### config.mk
export PLATFORM = sky130hd
export DESIGN_NAME = ahb_lite_interconnect
export DESIGN_NICKNAME = d
export VERILOG_FILES = /design/src/rtl/ahb_lite_pkg.sv /design/src/rtl/ahb_default_slave.sv /design/src/rtl/ahb_lite_interconnect.sv
export SDC_FILE = /design/constraint.sdc
export NUM_CORES = 1
export LEC_CHECK = 0
export CAP_MARGIN = 40
export CORE_AREA = 3 3 134 136
export DETAILED_ROUTE_END_ITERATION = 8
export DIE_AREA = 0 0 137 139
export GPL_TIMING_DRIVEN = 0
export HOLD_SLACK_MARGIN = 0.03
export PLACE_DENSITY = 0.55
export SLEW_MARGIN = 5
export SYNTH_ARGS = -nofsm -noshare
export SYNTH_HDL_FRONTEND = slang
export SYNTH_SLANG_ARGS = --single-unit
### constraint.sdc
create_clock -name HCLK -period 2.25 [get_ports HCLK]
set_input_delay 0.225 -clock HCLK [delete_from_list [all_inputs] [get_ports HCLK]]
set_output_delay 0.225 -clock HCLK [all_outputs]
set_load 0.05 [all_outputs]
### src/rtl/ahb_lite_pkg.sv
// Shared AHB-lite constants, default-slave state encoding and the MIPSfpga
// system memory map used to parameterise the interconnect.
package ahb_lite_pkg;

   localparam logic [1:0] HTRANS_IDLE   = 2'b00;
   localparam logic [1:0] HTRANS_BUSY   = 2'b01;
   localparam logic [1:0] HTRANS_NONSEQ = 2'b10;
   localparam logic [1:0] HTRANS_SEQ    = 2'b11;

   localparam logic HRESP_OKAY  = 1'b0;
   localparam logic HRESP_ERROR = 1'b1;

   typedef enum logic [1:0] {
      DS_OK   = 2'b00,
      DS_ERR1 = 2'b01,
      DS_ERR2 = 2'b10
   } ds_state_t;

   localparam logic [31:0] RAM_RESET_BASE = 32'h1fc0_0000;
   localparam logic [31:0] RAM_RESET_MASK = 32'h1fc0_0000;
   localparam logic [31:0] RAM_BASE       = 32'h0000_0000;
   localparam logic [31:0] RAM_MASK       = 32'h1000_0000;
   localparam logic [31:0] GPIO_BASE      = 32'h1f80_0000;
   localparam logic [31:0] GPIO_MASK      = 32'h1fc0_0000;

endpackage

### src/rtl/ahb_default_slave.sv
// Default slave answering unmapped accesses with a two-cycle ERROR response,
// plus sticky capture of the first offending address.
module ahb_default_slave
   import ahb_lite_pkg::*;
#(
   parameter int ADDR_W = 32
) (
   input  logic              clk,
   input  logic              rst,
   input  logic              hready,
   input  logic              unmapped,
   input  logic [ADDR_W-1:0] haddr,
   input  logic              err_clr,
   output logic              ds_hready,
   output logic              ds_hresp,
   output logic              err_valid,
   output logic [ADDR_W-1:0] err_addr
);

   ds_state_t         state_r;
   ds_state_t         state_nx_s;
   logic              accept_err_s;
   logic              err_valid_r;
   logic [ADDR_W-1:0] err_addr_r;

   assign accept_err_s = hready & unmapped;

   // FSM state register
   always_ff @(posedge clk) begin
      if (rst) begin
         state_r <= DS_OK;
      end else begin
         state_r <= state_nx_s;
      end
   end

   // Next state and response outputs
   always_comb begin
      state_nx_s = state_r;
      ds_hready  = 1'b1;
      ds_hresp   = HRESP_OKAY;
      case (state_r)
         DS_OK: begin
            if (accept_err_s) state_nx_s = DS_ERR1;
            else              state_nx_s = DS_OK;
         end
         DS_ERR1: begin
            ds_hready  = 1'b0;
            ds_hresp   = HRESP_ERROR;
            state_nx_s = DS_ERR2;
         end
         DS_ERR2: begin
            ds_hresp = HRESP_ERROR;
            if (accept_err_s) state_nx_s = DS_ERR1;
            else              state_nx_s = DS_OK;
         end
         default: begin
            state_nx_s = DS_OK;
         end
      endcase
   end

   // Sticky error capture; a new error outranks a coincident clear
   always_ff @(posedge clk) begin
      if (rst) begin
         err_valid_r <= 1'b0;
         err_addr_r  <= '0;
      end else if ((state_nx_s == DS_ERR1) && (!err_valid_r || err_clr)) begin
         err_valid_r <= 1'b1;
         err_addr_r  <= haddr;
      end else if (err_clr) begin
         err_valid_r <= 1'b0;
         err_addr_r  <= '0;
      end
   end

   assign err_valid = err_valid_r;
   assign err_addr  = err_addr_r;

endmodule

### src/rtl/ahb_lite_interconnect.sv
// Single-master AHB-lite interconnect: base/mask address decode, data-phase
// select register and response mux, with a built-in default slave.
module ahb_lite_interconnect
   import ahb_lite_pkg::*;
#(
   parameter int                           N_SLAVES = 4,
   parameter int                           ADDR_W   = 32,
   parameter int                           DATA_W   = 32,
   parameter logic [N_SLAVES*ADDR_W-1:0]   SLV_BASE = '0,
   parameter logic [N_SLAVES*ADDR_W-1:0]   SLV_MASK = '0
) (
   input  logic                         HCLK,
   input  logic                         HRESET,
   input  logic [ADDR_W-1:0]            HADDR,
   input  logic [1:0]                   HTRANS,
   input  logic                         HWRITE,
   input  logic [2:0]                   HSIZE,
   input  logic [DATA_W-1:0]            HWDATA,
   output logic [DATA_W-1:0]            HRDATA,
   output logic                         HREADY,
   output logic                         HRESP,
   output logic [N_SLAVES-1:0]          HSEL_S,
   output logic [ADDR_W-1:0]            HADDR_S,
   output logic [1:0]                   HTRANS_S,
   output logic                         HWRITE_S,
   output logic [2:0]                   HSIZE_S,
   output logic [DATA_W-1:0]            HWDATA_S,
   output logic                         HREADY_S,
   input  logic [N_SLAVES*DATA_W-1:0]   HRDATA_S,
   input  logic [N_SLAVES-1:0]          HREADYOUT_S,
   input  logic [N_SLAVES-1:0]          HRESP_S,
   output logic                         ERR_VALID,
   output logic [ADDR_W-1:0]            ERR_ADDR,
   input  logic                         ERR_CLR
);

   localparam int IDX_W = (N_SLAVES > 1) ? $clog2(N_SLAVES) : 1;

   function automatic logic addr_hit(input logic [ADDR_W-1:0] addr,
                                     input logic [ADDR_W-1:0] base,
                                     input logic [ADDR_W-1:0] mask);
      return ((addr & mask) == (base & mask)) && (mask != '0);
   endfunction

   logic [N_SLAVES-1:0] hsel_s;
   logic [IDX_W-1:0]    sel_idx_s;
   logic                sel_any_s;
   logic                trans_active_s;
   logic                unmapped_s;
   logic                dsel_def_r;
   logic [IDX_W-1:0]    dsel_idx_r;
   logic                ds_hready_s;
   logic                ds_hresp_s;

   // Address decode; scanning downward leaves the lowest hitting slot selected
   always_comb begin
      hsel_s    = '0;
      sel_idx_s = '0;
      sel_any_s = 1'b0;
      for (int i = N_SLAVES - 1; i >= 0; i--) begin
         if (addr_hit(HADDR, SLV_BASE[i*ADDR_W +: ADDR_W], SLV_MASK[i*ADDR_W +: ADDR_W])) begin
            sel_idx_s = IDX_W'(i);
            sel_any_s = 1'b1;
         end else begin
            sel_idx_s = sel_idx_s;
         end
      end
      if (sel_any_s) hsel_s[sel_idx_s] = 1'b1;
      else           hsel_s = '0;
   end

   assign trans_active_s = (HTRANS == HTRANS_NONSEQ) || (HTRANS == HTRANS_SEQ);
   assign unmapped_s     = trans_active_s && !sel_any_s;

   // Data-phase select; IDLE/BUSY park on the default slave
   always_ff @(posedge HCLK) begin
      if (HRESET) begin
         dsel_def_r <= 1'b1;
         dsel_idx_r <= '0;
      end else if (HREADY) begin
         if (trans_active_s && sel_any_s) begin
            dsel_def_r <= 1'b0;
            dsel_idx_r <= sel_idx_s;
         end else begin
            dsel_def_r <= 1'b1;
            dsel_idx_r <= '0;
         end
      end
   end

   // Response mux driven by the data-phase select
   always_comb begin
      HRDATA = '0;
      HREADY = 1'b1;
      HRESP  = HRESP_OKAY;
      if (dsel_def_r) begin
         HREADY = ds_hready_s;
         HRESP  = ds_hresp_s;
      end else begin
         HRDATA = HRDATA_S[dsel_idx_r*DATA_W +: DATA_W];
         HREADY = HREADYOUT_S[dsel_idx_r];
         HRESP  = HRESP_S[dsel_idx_r];
      end
   end

   assign HSEL_S   = hsel_s;
   assign HADDR_S  = HADDR;
   assign HTRANS_S = HTRANS;
   assign HWRITE_S = HWRITE;
   assign HSIZE_S  = HSIZE;
   assign HWDATA_S = HWDATA;
   assign HREADY_S = HREADY;

   ahb_default_slave #(
      .ADDR_W (ADDR_W)
   ) u_default_slave (
      .clk       (HCLK),
      .rst       (HRESET),
      .hready    (HREADY),
      .unmapped  (unmapped_s),
      .haddr     (HADDR),
      .err_clr   (ERR_CLR),
      .ds_hready (ds_hready_s),
      .ds_hresp  (ds_hresp_s),
      .err_valid (ERR_VALID),
      .err_addr  (ERR_ADDR)
   );

endmodule

=== Word level (Yosys, flattened, before mapping) ===
Cells that the tools add are included.

* Reduce and logical (&&, ||, !) cells: 8
* Multiplexer cells: 8
* Equality and inequality tests: 5
* Bitwise gates (word level): 1

{| class="wikitable"
|+ Operators with widths
! operator !! number
|-
| two-way mux 32 bit || 2
|-
| == test 2 bit, second input constant || 3
|-
| two-way mux 1 bit || 5
|-
| == test 2 x 1 -> 1 bit, second input constant || 2
|-
| case mux 2 bit (2 select lines) || 1
|-
| OR reduction 2 bit || 2
|-
| logical NOT 2 bit || 1
|-
| logical OR 1 bit || 2
|-
| nonzero test 2 bit || 1
|-
| bitwise AND 1 bit || 1
|-
| logical AND 1 bit || 1
|-
| logical NOT 1 bit || 1
|}

* Bits in registers: 35
* Output and inout bits: 142
* Input bits: 209

=== Depth between registers and ports, before layout ===
* Depth after elaboration: 8
* Mapped depth: 6
* Gate-level depth less buffers: 5

=== Modules after synthesis ===
From an unflattened synthesis, not the netlist that was laid out.

* Cell total of the unflattened synthesis: 274
* Area, all modules: 2693.8 um^2

{| class="wikitable"
|+ Modules (own cells, without submodules)
! module !! area each (um^2) !! times used !! cells each !! sequential area each (um^2)
|-
| ahb_default_slave || 1883.1 || 1 || 165 || 700.7
|-
| ahb_lite_interconnect || 810.8 || 1 || 109 || 0.0
|}

=== Least setup slack after synthesis ===
No wires, ideal clock.

* Path type: register -> register
* From: reg u_default_slave.state_r[1]
* To: reg u_default_slave.err_addr_r[18] (netlist: u_default_slave.err_addr[18])
* Arrival: 1.704 ns
* Required time: 2.133 ns
* Library setup time: 0.117 ns
* Path slack: 0.429 ns
* Cell stages (with the launch flop): 7
* Period minus slack after synthesis: 1.821 ns
* Cell sequence: dfxtp_1 > inv_1 > ha_1 > or3b_4 > o31a_1 > buf_6 > a22o_2

* Cells in the longest elaborated chain, start to end: 8
* Elaborated cells on any way between the ends: 12
* Those cells by class: 3 x eq/ne; 4 x mux; 1 x bitwise; 4 x reduce/logical

{| class="wikitable"
|+ Ends and longest elaborated chain
! element !! RTL line !! text
|-
| start: declaration || ahb_default_slave.sv:20 || <nowiki>ds_state_t state_r;</nowiki>
|-
| start signal: assignment || ahb_default_slave.sv:33 || <nowiki>state_r <= state_nx_s;</nowiki>
|-
| == test 2 x 1 -> 1 bit || ahb_default_slave.sv:42 || <nowiki>case (state_r)</nowiki>
|-
| two-way mux 1 bit || ahb_default_slave.sv:42 ||
|-
| bitwise AND 1 bit || ahb_default_slave.sv:26 || <nowiki>assign accept_err_s = hready & unmapped;</nowiki>
|-
| two-way mux 1 bit || ahb_default_slave.sv:44, ahb_default_slave.sv:54 ||
|-
| case mux 2 bit (2 select lines) (*) || ahb_default_slave.sv:42 ||
|-
| == test 2 x 1 -> 1 bit (*) || ahb_default_slave.sv:68 || <nowiki>end else if ((state_nx_s == DS_ERR1) && (!err_valid_r || err_clr)) begin</nowiki>
|-
| logical AND 1 bit (*) || ahb_default_slave.sv:68 ||
|-
| two-way mux 32 bit or nonzero test 2 bit (tied branches) || n/a ||
|-
| end signal: assignment || ahb_default_slave.sv:70 || <nowiki>err_addr_r <= haddr;</nowiki>
|-
| end: declaration || ahb_default_slave.sv:24 || <nowiki>logic [ADDR_W-1:0] err_addr_r;</nowiki>
|}

Mark *: on every way between the ends. The rest lies on a longest branch, timed or not.
A chain may end at the register's enable or synchronous reset.

=== Worst setup path in the final report ===
* From: reg u_default_slave.state_r[1]
* To: out HREADY_S

* Cells in the longest elaborated chain, start to end: 2

{| class="wikitable"
|+ Ends and longest elaborated chain
! element !! RTL line !! text
|-
| == test 2 x 1 -> 1 bit || ahb_default_slave.sv:42 ||
|-
| two-way mux 1 bit || ahb_default_slave.sv:42 ||
|-
| end: declaration || ahb_lite_interconnect.sv:28 || <nowiki>output logic HREADY_S,</nowiki>
|}

Every way passes these cells.

==> key figures <==
Timing
  • RSZ-0062 raised after global routing: no
  • Final setup viols: 0
  • Final Cycle Share: 94.61%
  • Final setup TNS: 0 ps
  • Final slew viol count: 0
  • Post-layout minimum cycle time: 2129 ps
  • Fin. Hold Viols: 0
  • Slew of the pin with the lowest slew margin: 566.5 ps
  • Fmax: 469.8 MHz
  • Max-slew headroom: 62.11%
  • Clk_skew: 4.393 ps

Floorplan
  • IO Pins: 351
  • Die Ht: 139 um
  • Num rows: 48
  • CORE AREA: 17,060 um2
  • Die area: 19,040 um2
  • Die width: 137 um
  • Initial core utilization: 12.04%

Routing
  • Antenna viol nets, final: 0
  • Top Layer Used: met4
  • Met2 WL: 3070 um
  • DR vias: 1,837
  • Final wirelength: 6285 um
  • Initial DRC count: 23
  • Vias per cell: 3.016
  • Pre-Repair DR Iteration Count: 4
  • DRC viols: 0
  • Met3 routed wirelength: 769 um
  • Wire per inst: 10.32 um
  • WL met1: 2376 um

Synthesis
  • Sequential area share after synthesis: 34.13%
  • Yosys cell types: 17
  • Seq cells post-synth: 35
  • Synth warn: 0
  • Synthesized area: 2053 um2
  • Avg Inst Size Synth: 10.27 um2
  • Cells after Synth: 200

Clock network
  • # clock sinks: 35
  • Clock latency at the later pin of the worst-skew pair: 280 ps
  • Clock Tree Root: clkbuf_16
  • CTS tree: done
  • Cts repair resizes: 0
  • Post-CTS Setup Repair Bufs: 0
  • CTS H-tree depth: 2
  • Total clock buffers created by CTS: 5
  • CTS Buffer Depth: 2
  • Clk slew on worst S/H paths: 60 ps
  • Cts hold-fix bufs: 0

Setup path
  • Crit Path Class: flop to output port
  • R2r startpoint: u_default_slave.state_r[1]
  • R2r endpoint: u_default_slave.err_addr[5]
  • CP cell instances: inv_1 -> ha_1 -> inv_1 -> buf_4 -> clkdlybuf4s50_1
  • Most used cell, CP: inv_1
  • Crit path arrival time: 1900 ps
  • Crit path capture type: output port
  • Max stage delay cell, worst path: clkdlybuf4s50_1
  • Largest stage delay, worst path: 780 ps
  • Length in cells of the worst reg-to-reg path: 6
  • Setup crit start kind: flop
  • Critical path data required time: 2030 ps
  • R2r setup slk: 220 ps
  • CP max FO: 3

Min path
  • Hold Crit Start: u_default_slave.err_addr[31]
  • WHS Endpoint: u_default_slave.err_addr[31]
  • Min-Delay Path Depth: 1
  • HP Class: flop to flop

Place
  • Final HPWL from detailed placement: 5130 um
  • Placed Cells: 601
  • Global placement routability congestion: 0.6612
  • I/O Buffers: 141

Global route
  • Global Route Usage Sum: 6.280%
  • Grt total ovfl: 0
  • Vias in the first global route: 1,806
  • First-pass GRT wire length: 9142 um
  • Pin count of the biggest net entering global routing: 13
  • Initial antenna violation count: 0

Finish
  • Share of cells above drive strength 1: 39.58%
  • Nets: 597
  • Most common cell after layout, fill and taps aside: clkdlybuf4s50_1
  • Reg area: 700.7 um2
  • Fillers: 1,846
  • Most frequent cells in the layout: 141 x clkdlybuf4s50_1, 107 x buf_4, 36 x conb_1
  • Footprint of the multi-input gates: 601.8 um2
  • ANT cells: 0
  • P&R area growth vs syn: 97.07%
  • Non-filler cells, final: 609

Pwr
  • Total chip power: 2.545 mW
  • Peak VDD IR: 0.4040 mV
  • Power share of the sequential group: 26.8%
  • P_int: 1.585 mW
  • Combinational share of power: 41.5%
  • Pleak: 1.790 nW
  • Sw frac: 37.69%
  • PD cells: 628.8 nW/um2
  • Net Sw Power: 959.1 uW
  • Clock group share of total power: 31.7%

Run
  • Max Cap Violations: 0

Run status
  • Status: finished, final reports clean
-- worst max-delay path: cells and delay by family, from the launching register on --
| kind | cells | cell delay, ps |
|---|---|---|
| buffers and inverters | 4 | 1040 |
| DFF | 1 | 370 |
| adders and majority gates | 1 | 210 |
-- registers in the layout, indices dropped and copies added, names as in the netlist --
register,cells
u_default_slave.state_r,2
u_default_slave.err_valid,1
u_default_slave.err_addr,32
-- Yosys cell counts --
master    instances  area [um2]
buf_4           107       803.3
o21ba_2           1       10.01
dfxtp_1          35       700.7
buf_6             6       67.56
and2b_1           1       7.510
a22o_1            4       35.03
or3b_4            1       11.26
nor2b_1           1       6.260
a22o_2           28       280.3
nor4_4            1       21.27
inv_1             3       11.26
o31a_1            1       8.760
conb_1            1       3.750
nor3_1            1       5.000
ha_1              5       62.56
nor2_1            3       11.26
o21bai_1          1       7.510
-- worst max path at each step --
stage,startpoint,end,depth (start not counted)
4_1_cts,u_default_slave.state_r[1],HREADY_S,5
5_1_grt,u_default_slave.state_r[1],HREADY_S,5
6_report,u_default_slave.state_r[1],HREADY_S,5
3_5_place_dp,HTRANS[1],u_default_slave.err_addr[31],5
2_1_floorplan,u_default_slave.state_r[1],u_default_slave.err_addr[18],6
3_3_place_gp,HTRANS[1],u_default_slave.err_addr[18],5
-- metrics by stage --
step | cell area (um2) | hold slack, ps | util, % | worst slack [ps]
4_1_cts | 4046 | 475.2 | 23.72 | 83.47
5_1_grt | 4046 | 477.7 | 23.72 | 21.68
6_report | 4046 | 475.3 | 23.72 | 121.3
2_1_floorplan | 2185 | 296.6 | - | 429.2
3_5_place_dp | 3877 | 456.4 | 22.73 | 145.8
3_3_place_gp | 3877 | 459.6 | 22.73 | 146.1
-- layout make-up --
cell class              count  area share, %
plain buffers             113          21.52
clock buffers               5          3.092
clock inverters             3          1.082
inverters                   3         0.2783
multi-input cells          84          14.87
flip-flops and latches     35          17.32
well taps                 225          6.957
repair buffers            141          34.88
-- per-layer routing --
metal  GRT usage, %  up-vias
met3          2.866        6
met1          6.692      791
met5              0        -
li1               -      899
met4          2.363        0
met2          10.77      141
-- power groups by stage --
stage | logic [mW] | clock network, mW | registers [mW]
floorplan | 0.630 | 0 | 0.819
finish | 1.06 | 0.807 | 0.682
global placement | 1.06 | 0 | 0.694
detailed placement | 1.06 | 0 | 0.695
CTS | 1.06 | 0.869 | 0.682
global route | 1.10 | 0.880 | 0.686
-- kinds of logic (layout without fill, tap and decap cells) --
kind of cell / count (synthesis) / in the layout / share of synthesized area (%)
AO/OA/AOI/OAI: 35 / 35 / 16.64
adder cells (fa/ha/maj): 5 / 5 / 3.047
buffers and inverters: 116 / 265 / 42.96
flip-flops: 35 / 35 / 34.13
other: 1 / 36 / 0.1826
AND/OR/NAND/NOR: 8 / 8 / 3.047
(Power assumes the default switching activity.)
